<file path="src/rtl/cnn_sched_pkg.sv">
// Shared definitions for the CNN frame scheduler.
//   sched_state_e : scheduler FSM states
//   *_DEF         : default frame geometry (words per frame, frame period)
//   PIN_W         : width of one Memory input word (pin0..pin11)
//   cnt_w(n)      : bits needed for a counter that holds 0..n-1
package cnn_sched_pkg;

    localparam int unsigned COUNT_MAX_DEF = 200;
    localparam int unsigned ITER_MAX_DEF  = 288;
    localparam int unsigned PIN_W         = 12;

    typedef enum logic [2:0] {
        StIdle,
        StWait,
        StLoad,
        StGap,
        StDrain,
        StDone
    } sched_state_e;

    function automatic int unsigned cnt_w(input int unsigned n);
        return (n < 2) ? 1 : $clog2(n);
    endfunction

endpackage

</file>
<file path="src/rtl/cnn_result_tracker.sv">
// Result tracker: drops the leading pipeline-fill strobes of a job and
// numbers the rest.
//   clk, rst_b      : clock, synchronous active-high reset
//   clear           : start of a new job, zeroes discard count and result_idx
//   active          : CNN enabled; strobes outside a job are ignored
//   cnn_valid       : CNN result strobe
//   result_valid    : reported (non-discarded) strobe this cycle
//   result_idx      : index of the reported result (saturates at all-ones)
//   result_cnt_next : number of reported results after this cycle
module cnn_result_tracker
    import cnn_sched_pkg::*;
#(
    parameter int unsigned DISCARD_FIRST = 1,
    parameter int unsigned FRAME_W       = 16
) (
    input  logic               clk,
    input  logic               rst_b,
    input  logic               clear,
    input  logic               active,
    input  logic               cnn_valid,
    output logic               result_valid,
    output logic [FRAME_W-1:0] result_idx,
    output logic [FRAME_W-1:0] result_cnt_next
);

    localparam int unsigned DiscW = cnt_w(DISCARD_FIRST + 1);
    localparam logic [DiscW-1:0] DiscLast = DiscW'(DISCARD_FIRST);

    logic [DiscW-1:0]   disc_q, disc_d;
    logic [FRAME_W-1:0] idx_q, idx_d;
    logic               pulse;

    assign pulse        = active && cnn_valid;
    // Combinational from registered state so the index is visible in the strobe cycle.
    assign result_valid = pulse && (disc_q == DiscLast);

    always_comb begin
        disc_d = disc_q;
        idx_d  = idx_q;
        if (clear) begin
            disc_d = '0;
            idx_d  = '0;
        end else if (pulse) begin
            if (disc_q != DiscLast) begin
                disc_d = disc_q + 1'b1;
            end else if (idx_q != '1) begin
                idx_d = idx_q + 1'b1;
            end
        end
    end

    always_ff @(posedge clk) begin
        if (rst_b) begin
            disc_q <= '0;
            idx_q  <= '0;
        end else begin
            disc_q <= disc_d;
            idx_q  <= idx_d;
        end
    end

    assign result_idx      = idx_q;
    assign result_cnt_next = idx_d;

endmodule

</file>
<file path="src/rtl/cnn_frame_scheduler.sv">
// CNN frame scheduler: streams COUNT_MAX input words per frame into the
// input Memory on a fixed ITER_MAX-cycle period, keeps the CNN enabled for
// the job, counts results and reports done / error.
//   clk, rst_b            : clock, synchronous active-high reset
//   start, num_frames     : job request (ignored while busy)
//   in_valid/in_data      : input word stream, in_ready accepts
//   write_en/count/pins   : registered Memory write port
//   cnn_en, cnn_valid     : CNN enable and result strobe
//   result_valid/idx      : reported result and its index
//   frame_idx, busy, done : progress, job in progress, end-of-job pulse
//   err_underrun/timeout  : sticky errors, cleared by the next accepted job
// COUNT_MAX must be <= 256 and ITER_MAX > COUNT_MAX.
module cnn_frame_scheduler
    import cnn_sched_pkg::*;
#(
    parameter int unsigned COUNT_MAX     = COUNT_MAX_DEF,
    parameter int unsigned ITER_MAX      = ITER_MAX_DEF,
    parameter int unsigned DISCARD_FIRST = 1,
    parameter int unsigned DRAIN_MAX     = 4000,
    parameter int unsigned FRAME_W       = 16
) (
    input  logic               clk,
    input  logic               rst_b,
    input  logic               start,
    input  logic [FRAME_W-1:0] num_frames,
    input  logic               in_valid,
    input  logic [PIN_W-1:0]   in_data,
    output logic               in_ready,
    output logic               write_en,
    output logic [7:0]         count,
    output logic [PIN_W-1:0]   pins,
    output logic               cnn_en,
    input  logic               cnn_valid,
    output logic               result_valid,
    output logic [FRAME_W-1:0] result_idx,
    output logic [FRAME_W-1:0] frame_idx,
    output logic               busy,
    output logic               done,
    output logic               err_underrun,
    output logic               err_timeout
);

    localparam int unsigned TW = cnt_w(ITER_MAX);
    localparam int unsigned DW = cnt_w(DRAIN_MAX);
    localparam logic [TW-1:0] TLoadLast = TW'(COUNT_MAX - 1);
    localparam logic [TW-1:0] TGapLast  = TW'(ITER_MAX - 1);
    localparam logic [DW-1:0] DrainLast = DW'(DRAIN_MAX - 1);

    sched_state_e       state_q, state_d;
    logic [TW-1:0]      t_q, t_d;
    logic [DW-1:0]      drain_q, drain_d;
    logic [FRAME_W-1:0] frames_q, frames_d;
    logic [FRAME_W-1:0] frame_q, frame_d;
    logic               we_q, we_d;
    logic [7:0]         count_q, count_d;
    logic [PIN_W-1:0]   pins_q, pins_d;
    logic               busy_q, busy_d;
    logic               en_q, en_d;
    logic               done_q, done_d;
    logic               und_q, und_d;
    logic               tmo_q, tmo_d;
    logic               accept;
    logic               clear;
    logic [FRAME_W-1:0] result_cnt_next;

    assign in_ready = (state_q == StWait) || (state_q == StLoad);
    assign accept   = in_valid && in_ready;
    assign clear    = (state_q == StIdle) && start && (num_frames != '0);

    always_comb begin
        state_d  = state_q;
        t_d      = t_q;
        drain_d  = drain_q;
        frames_d = frames_q;
        frame_d  = frame_q;
        we_d     = 1'b0;
        count_d  = count_q;
        pins_d   = pins_q;
        und_d    = und_q;
        tmo_d    = tmo_q;
        done_d   = 1'b0;

        unique case (state_q)
            StIdle: begin
                if (start) begin
                    if (num_frames == '0) begin
                        done_d = 1'b1;
                    end else begin
                        frames_d = num_frames;
                        frame_d  = '0;
                        und_d    = 1'b0;
                        tmo_d    = 1'b0;
                        t_d      = '0;
                        state_d  = StWait;
                    end
                end
            end
            // Frame timer is held at 0 until the first word of the frame arrives.
            StWait: begin
                if (accept) begin
                    we_d    = 1'b1;
                    count_d = '0;
                    pins_d  = in_data;
                    t_d     = TW'(1);
                    state_d = StLoad;
                end
            end
            // One slot per cycle; a missing word skips its slot rather than stalling.
            StLoad: begin
                count_d = 8'(t_q);
                if (accept) begin
                    we_d   = 1'b1;
                    pins_d = in_data;
                end else begin
                    und_d = 1'b1;
                end
                t_d = t_q + 1'b1;
                if (t_q == TLoadLast) begin
                    state_d = StGap;
                end
            end
            StGap: begin
                if (t_q == TGapLast) begin
                    t_d = '0;
                    if (frame_q + 1'b1 < frames_q) begin
                        frame_d = frame_q + 1'b1;
                        state_d = StWait;
                    end else begin
                        drain_d = '0;
                        state_d = StDrain;
                    end
                end else begin
                    t_d = t_q + 1'b1;
                end
            end
            // A result in this cycle counts before the timeout check.
            StDrain: begin
                drain_d = drain_q + 1'b1;
                if (result_cnt_next >= frames_q) begin
                    state_d = StDone;
                end else if (drain_q == DrainLast) begin
                    tmo_d   = 1'b1;
                    state_d = StDone;
                end
            end
            StDone: begin
                state_d = StIdle;
            end
            default: begin
                state_d = StIdle;
            end
        endcase

        if (state_d == StDone) begin
            done_d = 1'b1;
        end
    end

    assign busy_d = (state_d != StIdle) && (state_d != StDone);
    assign en_d   = busy_d;

    always_ff @(posedge clk) begin
        if (rst_b) begin
            state_q  <= StIdle;
            t_q      <= '0;
            drain_q  <= '0;
            frames_q <= '0;
            frame_q  <= '0;
            we_q     <= 1'b0;
            count_q  <= '0;
            pins_q   <= '0;
            busy_q   <= 1'b0;
            en_q     <= 1'b0;
            done_q   <= 1'b0;
            und_q    <= 1'b0;
            tmo_q    <= 1'b0;
        end else begin
            state_q  <= state_d;
            t_q      <= t_d;
            drain_q  <= drain_d;
            frames_q <= frames_d;
            frame_q  <= frame_d;
            we_q     <= we_d;
            count_q  <= count_d;
            pins_q   <= pins_d;
            busy_q   <= busy_d;
            en_q     <= en_d;
            done_q   <= done_d;
            und_q    <= und_d;
            tmo_q    <= tmo_d;
        end
    end

    cnn_result_tracker #(
        .DISCARD_FIRST(DISCARD_FIRST),
        .FRAME_W      (FRAME_W)
    ) u_tracker (
        .clk            (clk),
        .rst_b          (rst_b),
        .clear          (clear),
        .active         (en_q),
        .cnn_valid      (cnn_valid),
        .result_valid   (result_valid),
        .result_idx     (result_idx),
        .result_cnt_next(result_cnt_next)
    );

    assign write_en     = we_q;
    assign count        = count_q;
    assign pins         = pins_q;
    assign cnn_en       = en_q;
    assign frame_idx    = frame_q;
    assign busy         = busy_q;
    assign done         = done_q;
    assign err_underrun = und_q;
    assign err_timeout  = tmo_q;

endmodule

</file>
<file path="config.mk">
export PLATFORM = sky130hd
export DESIGN_NAME = cnn_frame_scheduler
export DESIGN_NICKNAME = d
export VERILOG_FILES = /design/src/rtl/cnn_sched_pkg.sv /design/src/rtl/cnn_result_tracker.sv /design/src/rtl/cnn_frame_scheduler.sv
export SDC_FILE = /design/constraint.sdc
export NUM_CORES = 1
export LEC_CHECK = 0
export ABC_AREA = 1
export BUFFER_PORTS_ARGS = -buffer_cell sky130_fd_sc_hd__buf_2
export CAP_MARGIN = 20
export CORE_MARGIN = 3
export CORE_UTILIZATION = 50
export DETAILED_ROUTE_END_ITERATION = 16
export PLACE_DENSITY = 0.73
export SYNTH_ARGS = -nofsm -noshare
export SYNTH_HDL_FRONTEND = slang
export SYNTH_SLANG_ARGS = --single-unit
</file>
<file path="constraint.sdc">
create_clock -name clk -period 2.7 [get_ports clk]
set_input_delay 0.135 -clock clk [delete_from_list [all_inputs] [get_ports clk]]
set_output_delay 0.135 -clock clk [all_outputs]
set_load 0.005 [all_outputs]
</file>
# Word level (Yosys, flattened, before mapping)
# Cells that the tools add are included.
dict set report word_totals {
  reg_bits 98
  inputBits 33
  output_inout_bits 60
}
dict set report classes {
  add_sub_neg 5
  order_cmp 2
  eq_ne 19
  n_mux 41
  bitwise_logic 2
  reduce_logical 28
}
# cell count
set op_table {}
lappend op_table {{two-way mux 16 bit} 8}
lappend op_table {{two-way mux 9 bit} 4}
lappend op_table {{one-hot mux 9 bit (4 select lines)} 1}
lappend op_table {{adder 16 x 1 -> 16 bit, second input constant} 2}
lappend op_table {{one-hot mux 16 bit (2 select lines)} 1}
lappend op_table {{two-way mux 12 bit} 2}
lappend op_table {{two-way mux 3 bit} 8}
lappend op_table {{one-hot mux 12 bit (2 select lines)} 1}
lappend op_table {{!= test 2 bit, second input constant} 9}
lappend op_table {{greater-or-equal comparator 16 bit} 1}
lappend op_table {{logical NOT 16 bit} 1}
lappend op_table {{less-than comparator 16 bit} 1}
lappend op_table {{!= test 16 bit, second input constant} 1}
lappend op_table {{one-hot mux 8 bit (2 select lines)} 1}
lappend op_table {{nonzero test 16 bit} 1}
lappend op_table {{one-hot mux 3 bit (5 select lines)} 1}
lappend op_table {{adder 12 x 1 -> 12 bit, second input constant} 1}
lappend op_table {{equality test 12 bit, second input constant} 1}
lappend op_table {{two-way mux 1 bit} 11}
lappend op_table {{AND reduction 5 bit} 2}
lappend op_table {{nonzero test 2 bit} 5}
lappend op_table {{adder 9 x 1 -> 9 bit, second input constant} 1}
lappend op_table {{equality test 9 x 8 -> 1 bit, second input constant} 1}
lappend op_table {{equality test 9 bit, second input constant} 1}
lappend op_table {{other kinds (17)} 31}

# Longest topological paths before layout
dict set report logic_depth {
  ltp_word 10
  ltp_mapped 25
  depth_no_buf 25
}

# Cells and area by module
# Synthesis repeated with hierarchy kept, for this count alone.
dict set report unflattened {
  cells_unflattened 863
  hier_area_um2 5784.3
}
# mod n_inst cells_each area_per_inst_um2 seq_area_each_um2
set by_module_without_submodules {}
lappend by_module_without_submodules {cnn_frame_scheduler 1 661 4591.9 1621.6}
lappend by_module_without_submodules {cnn_result_tracker 1 202 1192.4 340.3}

# Worst setup path before layout
# Ideal clock, no wire load.
dict set report synth_path {
  path_type {flip-flop to flip-flop}
  from {register u_tracker.idx_q[0], in the netlist u_tracker.result_idx[0]}
  to {register en_q, in the netlist cnn_en}
  setup_ns 0.112
  arrival_time_ns 2.615
  setup_slack_ns -0.027
  path_stages_with_launch 24
  path_buffers 0
  synth_period_minus_slack_ns 2.727
  path_cell_list {dfxtp_1 -> ha_1 -> nand3_2 -> nor3_4 -> nand2_2 -> nor2_4 -> nand2_2 -> nand2_2 -> inv_2 -> nand2_1 -> xor2_1 -> nor2_1 -> ha_1 -> nand2_1 -> nor2_1 -> and2_1 -> nor2_1 -> nand2_1 -> nand2_1 -> nand3_1 -> nand2_1 -> nand3_1 -> nor2_1 -> nor2_1}
}
dict set report synth_between {
  elab_chain_cells 10
  word_cells_on_any_way 12
}
# element line
set synth_lines {}
lappend synth_lines {{from (decl)} cnn_result_tracker.sv:30} ;# logic [FRAME_W-1:0] idx_q, idx_d;
lappend synth_lines {{from (signal assigned)} cnn_result_tracker.sv:58} ;# idx_q <= idx_d;
lappend synth_lines {{adder 16 x 1 -> 16 bit or != test 16 bit (tied branches)} {cnn_result_tracker.sv:47, cnn_result_tracker.sv:46}}
lappend synth_lines {{two-way mux 16 bit (*)} cnn_result_tracker.sv:46} ;# end else if (idx_q != '1) begin
lappend synth_lines {{two-way mux 16 bit (*)} cnn_result_tracker.sv:44} ;# if (disc_q != DiscLast) begin
lappend synth_lines {{two-way mux 16 bit (*)} cnn_result_tracker.sv:43} ;# end else if (pulse) begin
lappend synth_lines {{two-way mux 16 bit (*)} cnn_result_tracker.sv:40} ;# if (clear) begin
lappend synth_lines {{net result_cnt_next[2]} cnn_frame_scheduler.sv:64} ;# logic [FRAME_W-1:0] result_cnt_next;
lappend synth_lines {{greater-or-equal comparator 16 bit (*)} cnn_frame_scheduler.sv:139} ;# if (result_cnt_next >= frames_q) begin
lappend synth_lines {{two-way mux 3 bit (*)} cnn_frame_scheduler.sv:139}
lappend synth_lines {{one-hot mux 3 bit (5 select lines) (*)} cnn_frame_scheduler.sv:83} ;# unique case (state_q)
lappend synth_lines {{!= test 3 bit or nonzero test 3 bit (tied branches)} cnn_frame_scheduler.sv:159} ;# assign busy_d = (state_d != StIdle) && (state_d != StDone);
lappend synth_lines {{logical AND 1 bit (*)} cnn_frame_scheduler.sv:159}
lappend synth_lines {{to (signal assigned)} cnn_frame_scheduler.sv:187} ;# en_q <= en_d;
lappend synth_lines {{to (decl)} cnn_frame_scheduler.sv:58} ;# logic en_q, en_d;
# Mark *: on every way through the listed nets, which the timed path passes. The rest lies on a longest branch.
# A chain may end at the register's enable or synchronous reset.

# Final worst setup path
# Same ends and word-level chain as after synthesis.

==> impl.org <==
** STA
- Period Utilization, post-route :: 104.7%
- Setup repair after global routing missed its margin :: true
- Clock Skew :: 0.01468 ns
- Counting I/O delays and the setup requirement, the final critical path takes 2.827 ns.
- Normalized max-slew margin :: 54.84%
- The number of max-slew violations in the final report was 0.
- Maximum clock rate :: 353.8 MHz
- Final setup violation count :: 14
- Hold is met by 0.009044 ns.
- The number of hold violations in the final report was 0.
- Final WS setup :: -0.1268 ns
- For the pin with the worst max-slew slack, the measured transition is 0.6728 ns.

** Critical path
- R2r endpoint :: cnn_en$_SDFF_PP0_
- Counting cells, the worst reg-to-reg path comes to 21.
- Maximum fanout count along the critical path :: 4
- At the worst endpoint, the arrival time is 3.11 ns.
- Worst reg2reg startpoint :: u_tracker.result_idx[0]$_SDFF_PP0_
- Crit. Startpoint :: u_tracker.result_idx[0]$_SDFF_PP0_
- The worst setup path is of the flip-flop to flip-flop kind.
- Across all register-to-register paths, the minimum setup slack is -0.13 ns.
- Critical path required time :: 2.98 ns
- Startpoint types :: flip-flop
- STA classifies the critical path endpoint as a flip-flop.

** Run
- Number of max-capacitance violations reported :: 0

** Logic synthesis
- Sequential-to-total area share from yosys stat :: 34.93%
- Syn_nets :: 888
- The netlist uses 42 different library cells.
- Adder-cell area share of the yosys netlist :: 7.797%
- Mean instance size in the synthesized netlist :: 6.850 sq um
- In this run, synthesis produced a sequential element count of 98.
- Compound-gate portion of the synthesized area :: 13.12%
- Yosys synthesis warning count :: 0
- Synth Area in Simple Gates :: 32.30%
- Multiplexer cells account for 0% of the synthesized area.
- The synthesized netlist devotes 3.275% of its cell area to XOR and XNOR gates.
- Post-Synthesis Cell Area :: 5617 sq um
- Dominant combinational cell family by area after synthesis :: simple AND/OR/NAND/NOR gates
- Synthesis handed over a netlist of 820 instances.

** Outcome
- The checks that failed: setup timing.
- The flow ran to the end, but the final reports show violations.

** Clock network
- In this run, CTS created clock tree buffers numbering 9.
- Max clock buf depth :: 2
- CTS tree :: built
- The cell sitting at the root of the clock tree is a sky130_fd_sc_hd__clkbuf_8.
- Hold repair after CTS inserted 0 buffers.
- CTS Sinks :: 98
- CTS built an H-tree with a depth of 3.
- After clock tree synthesis, the clock-pin slew on the worst setup and hold paths is 0.10 ns.
- Clock latency reported for the late side of the worst-skew pair :: 0.38 ns

** Power and ir drop
- The clock network accounts for 29.2% of the total power.
- The worst-case IR drop observed on VDD is 0.3278 mV.
- For this design the static power due to leakage is 3.531 nW.
- In this run switching power makes up 31.97% of total power.
- Switching pwr :: 0.0009830 W
- Overall Power :: 0.003075 W
- Power Dens Cells :: 402.3 nW/um^2
- Internal power comes to 0.002092 W.
- Combinational group share of total power :: 20.9%
- Sequential cells burn 49.9% of the power.

** Floorplan
- After floorplanning, the core was sized to cover 10890 sq um.
- The die is 112.0 um wide.
- For this design the top-level I/O count stands at 93.
- Vertical die dimension :: 112.0 um
- Site row count :: 38
- The die covers 12540 sq um.
- Effective utilization at floorplan :: 51.59%

** Placement
- At the end of routability-driven placement, the weighted congestion stood at 0.8856.
- After detailed placement, the total cell area comes to 6631 sq um.
- Placed cells :: 1093
- Count of buffers from port buffering :: 92
- Detailed placement ended at an HPWL of 10680 um.

** Layout
- Excluding fillers, the count of instances in the completed layout stands at 1126.
- After the last flow step, the layout net total stands at 1049.
- Counting the fill cells in the layout gives 891.
- Registers take 1984 sq um.
- Share of cells above drive strength 1 :: 34.08%
- The repair_antennas step left the layout with diodes totalling 0.
- After routing the design area is 7642 sq um.
- The area growth from synthesis to layout is 36.07%.
- Multi-input logic area :: 3821 sq um

** Global routing
- Met2 capacity usage during global routing :: 39.57%
- After global routing, the most crowded layer is met2.
- After global routing the overflow that remains totals 0.
- GR Layer Usage met1 :: 29.89%
- The via count of the first global-routing pass was 5368.
- The number of antenna violations at the first check in global routing is 0.
- Entering global routing, the biggest net connects 50 pins.
- GR Util met3 :: 3.750%
- The first global-routing pass estimated 24360 um of wire.
- Global routing used 23.07% of the available tracks.

** Detailed routing
- Number of nets with antenna violations after detailed routing :: 0
- Routed len/inst :: 14.42 um
- Post-Route WL :: 16240 um
- The pre-antenna-repair detailed-routing pass consisted of 5 iterations.
- For this block, the initial DRC count from the detailed router was 390.
- Total via count in the routed design :: 5899
- Via density per instance :: 5.239
- Post-route DRC :: 0

** Hold path
- Counting instances, the worst hold path has a depth of 3.
- Startpoint of the lowest-slack hold path :: in_data[1]
- The path class of the tightest hold or removal check is input pin to flip-flop.
- The path with the worst hold slack has its endpoint at pins[1]$_SDFFE_PP0P_.
[worst max path at each step]
| stage | end | slack, ns |
|---|---|---|
| 6_report | cnn_en$_SDFF_PP0_ | -0.13 |
| 3_5_place_dp | frame_idx[9]$_SDFFE_PP0P_ | -0.14 |
| 5_1_grt | cnn_en$_SDFF_PP0_ | -0.34 |
| 3_3_place_gp | cnn_en$_SDFF_PP0_ | -0.11 |
| 2_1_floorplan | cnn_en$_SDFF_PP0_ | 0.02 |
| 4_1_cts | cnn_en$_SDFF_PP0_ | -0.10 |
[stage by stage]
| stage | setup WS, ns | setup TNS, ns | utilization [%] |
|---|---|---|---|
| final | -0.1268 | -0.3844 | 70.19 |
| after global routing | -0.3399 | -4.480 | 70.19 |
| after CTS | -0.1032 | -0.1518 | 63.66 |
| after detailed placement | -0.1376 | -2.546 | 60.91 |
| after global placement | -0.1124 | -0.5501 | 60.91 |
| after floorplan | 0.01861 | 0 | - |
[critical path: stages, from the launching register on]
cell and delay, ns:
sky130_fd_sc_hd__dfxtp_2 0.37, sky130_fd_sc_hd__ha_4 0.15, sky130_fd_sc_hd__nand3_4 0.09, sky130_fd_sc_hd__nor3_4 0.16
sky130_fd_sc_hd__nand2_2 0.08, sky130_fd_sc_hd__nor2_4 0.12, sky130_fd_sc_hd__nand2_4 0.08, sky130_fd_sc_hd__buf_4 0.13
sky130_fd_sc_hd__nand4_1 0.07, sky130_fd_sc_hd__xor2_1 0.22, sky130_fd_sc_hd__nor2_1 0.08, sky130_fd_sc_hd__ha_1 0.28
sky130_fd_sc_hd__nand2_1 0.07, sky130_fd_sc_hd__inv_1 0.05, sky130_fd_sc_hd__o21ai_0 0.09, sky130_fd_sc_hd__a21oi_2 0.09
sky130_fd_sc_hd__nor2_2 0.20, sky130_fd_sc_hd__nand3_2 0.12, sky130_fd_sc_hd__nand2_4 0.09, sky130_fd_sc_hd__nand3_2 0.07
sky130_fd_sc_hd__nor2_2 0.09, sky130_fd_sc_hd__nor2_1 0.04
[sequential cells by signal, summed over array words and instances (netlist names), 3 cells and up]
| signal | flops |
|---|---|
| state_q | 3 |
| u_tracker.result_idx | 16 |
| pins | 12 |
| drain_q | 12 |
| frames_q | 16 |
| frame_idx | 16 |
| t_q | 9 |
| count | 8 |
[power by group through the flow]
stage / registers [W] / clock network, W / logic (W)
2_1_floorplan: 0.00157 / 0 / 0.000337
3_3_place_gp: 0.00157 / 0 / 0.000503
3_5_place_dp: 0.00157 / 0 / 0.000513
4_1_cts: 0.00153 / 0.000917 / 0.000524
5_1_grt: 0.00154 / 0.000971 / 0.000722
6_report: 0.00153 / 0.000898 / 0.000643
[cells by family after synthesis]
group / after synthesis
xor+xnor: 21
buf+inv: 124
fa+ha+maj: 35
simple gates: 401
compound gates: 141
flops: 98
[synth_stat cells]
library cell	count	area, sq um
sky130_fd_sc_hd__and2_1	3	18.77
sky130_fd_sc_hd__nand2_1	158	593.1
sky130_fd_sc_hd__inv_1	95	356.6
sky130_fd_sc_hd__nand2_4	1	11.26
sky130_fd_sc_hd__o21ai_1	4	20.02
sky130_fd_sc_hd__nor3_1	15	75.07
sky130_fd_sc_hd__a22oi_1	1	7.510
sky130_fd_sc_hd__or2_2	4	25.02
sky130_fd_sc_hd__nor3_2	3	30.03
sky130_fd_sc_hd__a211oi_1	2	15.01
sky130_fd_sc_hd__xnor2_1	4	35.03
sky130_fd_sc_hd__buf_6	1	11.26
sky130_fd_sc_hd__nand3_2	1	10.01
sky130_fd_sc_hd__clkbuf_1	16	60.06
sky130_fd_sc_hd__o21bai_1	1	7.510
sky130_fd_sc_hd__o21ai_0	54	270.3
sky130_fd_sc_hd__o21a_1	1	7.510
sky130_fd_sc_hd__nor3b_1	1	7.510
sky130_fd_sc_hd__buf_4	1	7.510
sky130_fd_sc_hd__o31ai_1	1	7.510
sky130_fd_sc_hd__nor3_4	2	32.53
sky130_fd_sc_hd__nand3_1	72	360.4
sky130_fd_sc_hd__nor2_1	109	409.1
sky130_fd_sc_hd__and3_1	2	12.51
sky130_fd_sc_hd__nand4_2	1	12.51
sky130_fd_sc_hd__nand2_2	7	43.79
sky130_fd_sc_hd__o22ai_1	5	31.28
sky130_fd_sc_hd__a31oi_1	2	12.51
sky130_fd_sc_hd__inv_2	7	26.28
sky130_fd_sc_hd__nor2_4	2	22.52
sky130_fd_sc_hd__a31o_2	1	8.760
sky130_fd_sc_hd__nor2_2	2	12.51
sky130_fd_sc_hd__xor2_1	17	148.9
sky130_fd_sc_hd__dfxtp_1	98	1962
sky130_fd_sc_hd__nand3_4	1	17.52
sky130_fd_sc_hd__nor2_8	1	20.02
sky130_fd_sc_hd__buf_2	4	20.02
sky130_fd_sc_hd__a21oi_1	68	340.3
sky130_fd_sc_hd__nor4_1	3	18.77
sky130_fd_sc_hd__a21oi_2	1	8.760
sky130_fd_sc_hd__ha_1	35	437.9
sky130_fd_sc_hd__nand4_1	13	81.33
[area by class of cell]
type,count,share of cell area [%]
Tap cell,140,2.292
Clock buffer,10,1.670
Clock inverter,6,0.6221
Sequential cell,98,25.97
Multi-Input combinational cell,599,50.00
Inverter,102,5.174
Timing Repair inverter,1,0.06549
Timing Repair Buffer,170,14.21
[placed cells by master (no fill, tap or decap), types with 3 or more instances in the layout]
cell	count
sky130_fd_sc_hd__nand2_1	140
sky130_fd_sc_hd__nor2_1	96
sky130_fd_sc_hd__buf_2	92
sky130_fd_sc_hd__inv_1	86
sky130_fd_sc_hd__dfxtp_1	86
sky130_fd_sc_hd__buf_4	72
sky130_fd_sc_hd__a21oi_1	52
sky130_fd_sc_hd__o21ai_0	50
sky130_fd_sc_hd__nand3_1	49
sky130_fd_sc_hd__ha_1	24
sky130_fd_sc_hd__nand3_2	20
sky130_fd_sc_hd__a21oi_2	17
sky130_fd_sc_hd__nand2_2	14
sky130_fd_sc_hd__inv_2	14
sky130_fd_sc_hd__xor2_1	13
sky130_fd_sc_hd__nand4_1	13
sky130_fd_sc_hd__nor3_1	12
sky130_fd_sc_hd__ha_4	11
sky130_fd_sc_hd__nand2_4	10
sky130_fd_sc_hd__nor2_4	9
sky130_fd_sc_hd__clkbuf_8	9
sky130_fd_sc_hd__dfxtp_2	9
sky130_fd_sc_hd__nor2_2	8
sky130_fd_sc_hd__o21ai_1	6
sky130_fd_sc_hd__nand3_4	5
sky130_fd_sc_hd__nor3_2	5
sky130_fd_sc_hd__o22ai_1	5
sky130_fd_sc_hd__or2_2	4
sky130_fd_sc_hd__xor2_2	4
sky130_fd_sc_hd__buf_6	4
sky130_fd_sc_hd__nor3_4	3
sky130_fd_sc_hd__nand2_8	3
sky130_fd_sc_hd__inv_6	3
sky130_fd_sc_hd__dfxtp_4	3
[repair_timing]
item | in CTS | in global routing
gates resized for setup | 22 | 138
setup endpoints to repair | 31 | 33
setup buffers | 5 | 9
pin swaps | 13 | 44
gates cloned | 0 | 3
[metal layers]
metal  wire (um)  part of all wire [%]  vias up
met5           0                     0        -
met4         362                   2.2        0
met3         772                   4.8       30
met2        8179                    50      138
met1        6922                    43     2721
li1            -                     -     3010
Power figures use the tool's default switching activity.
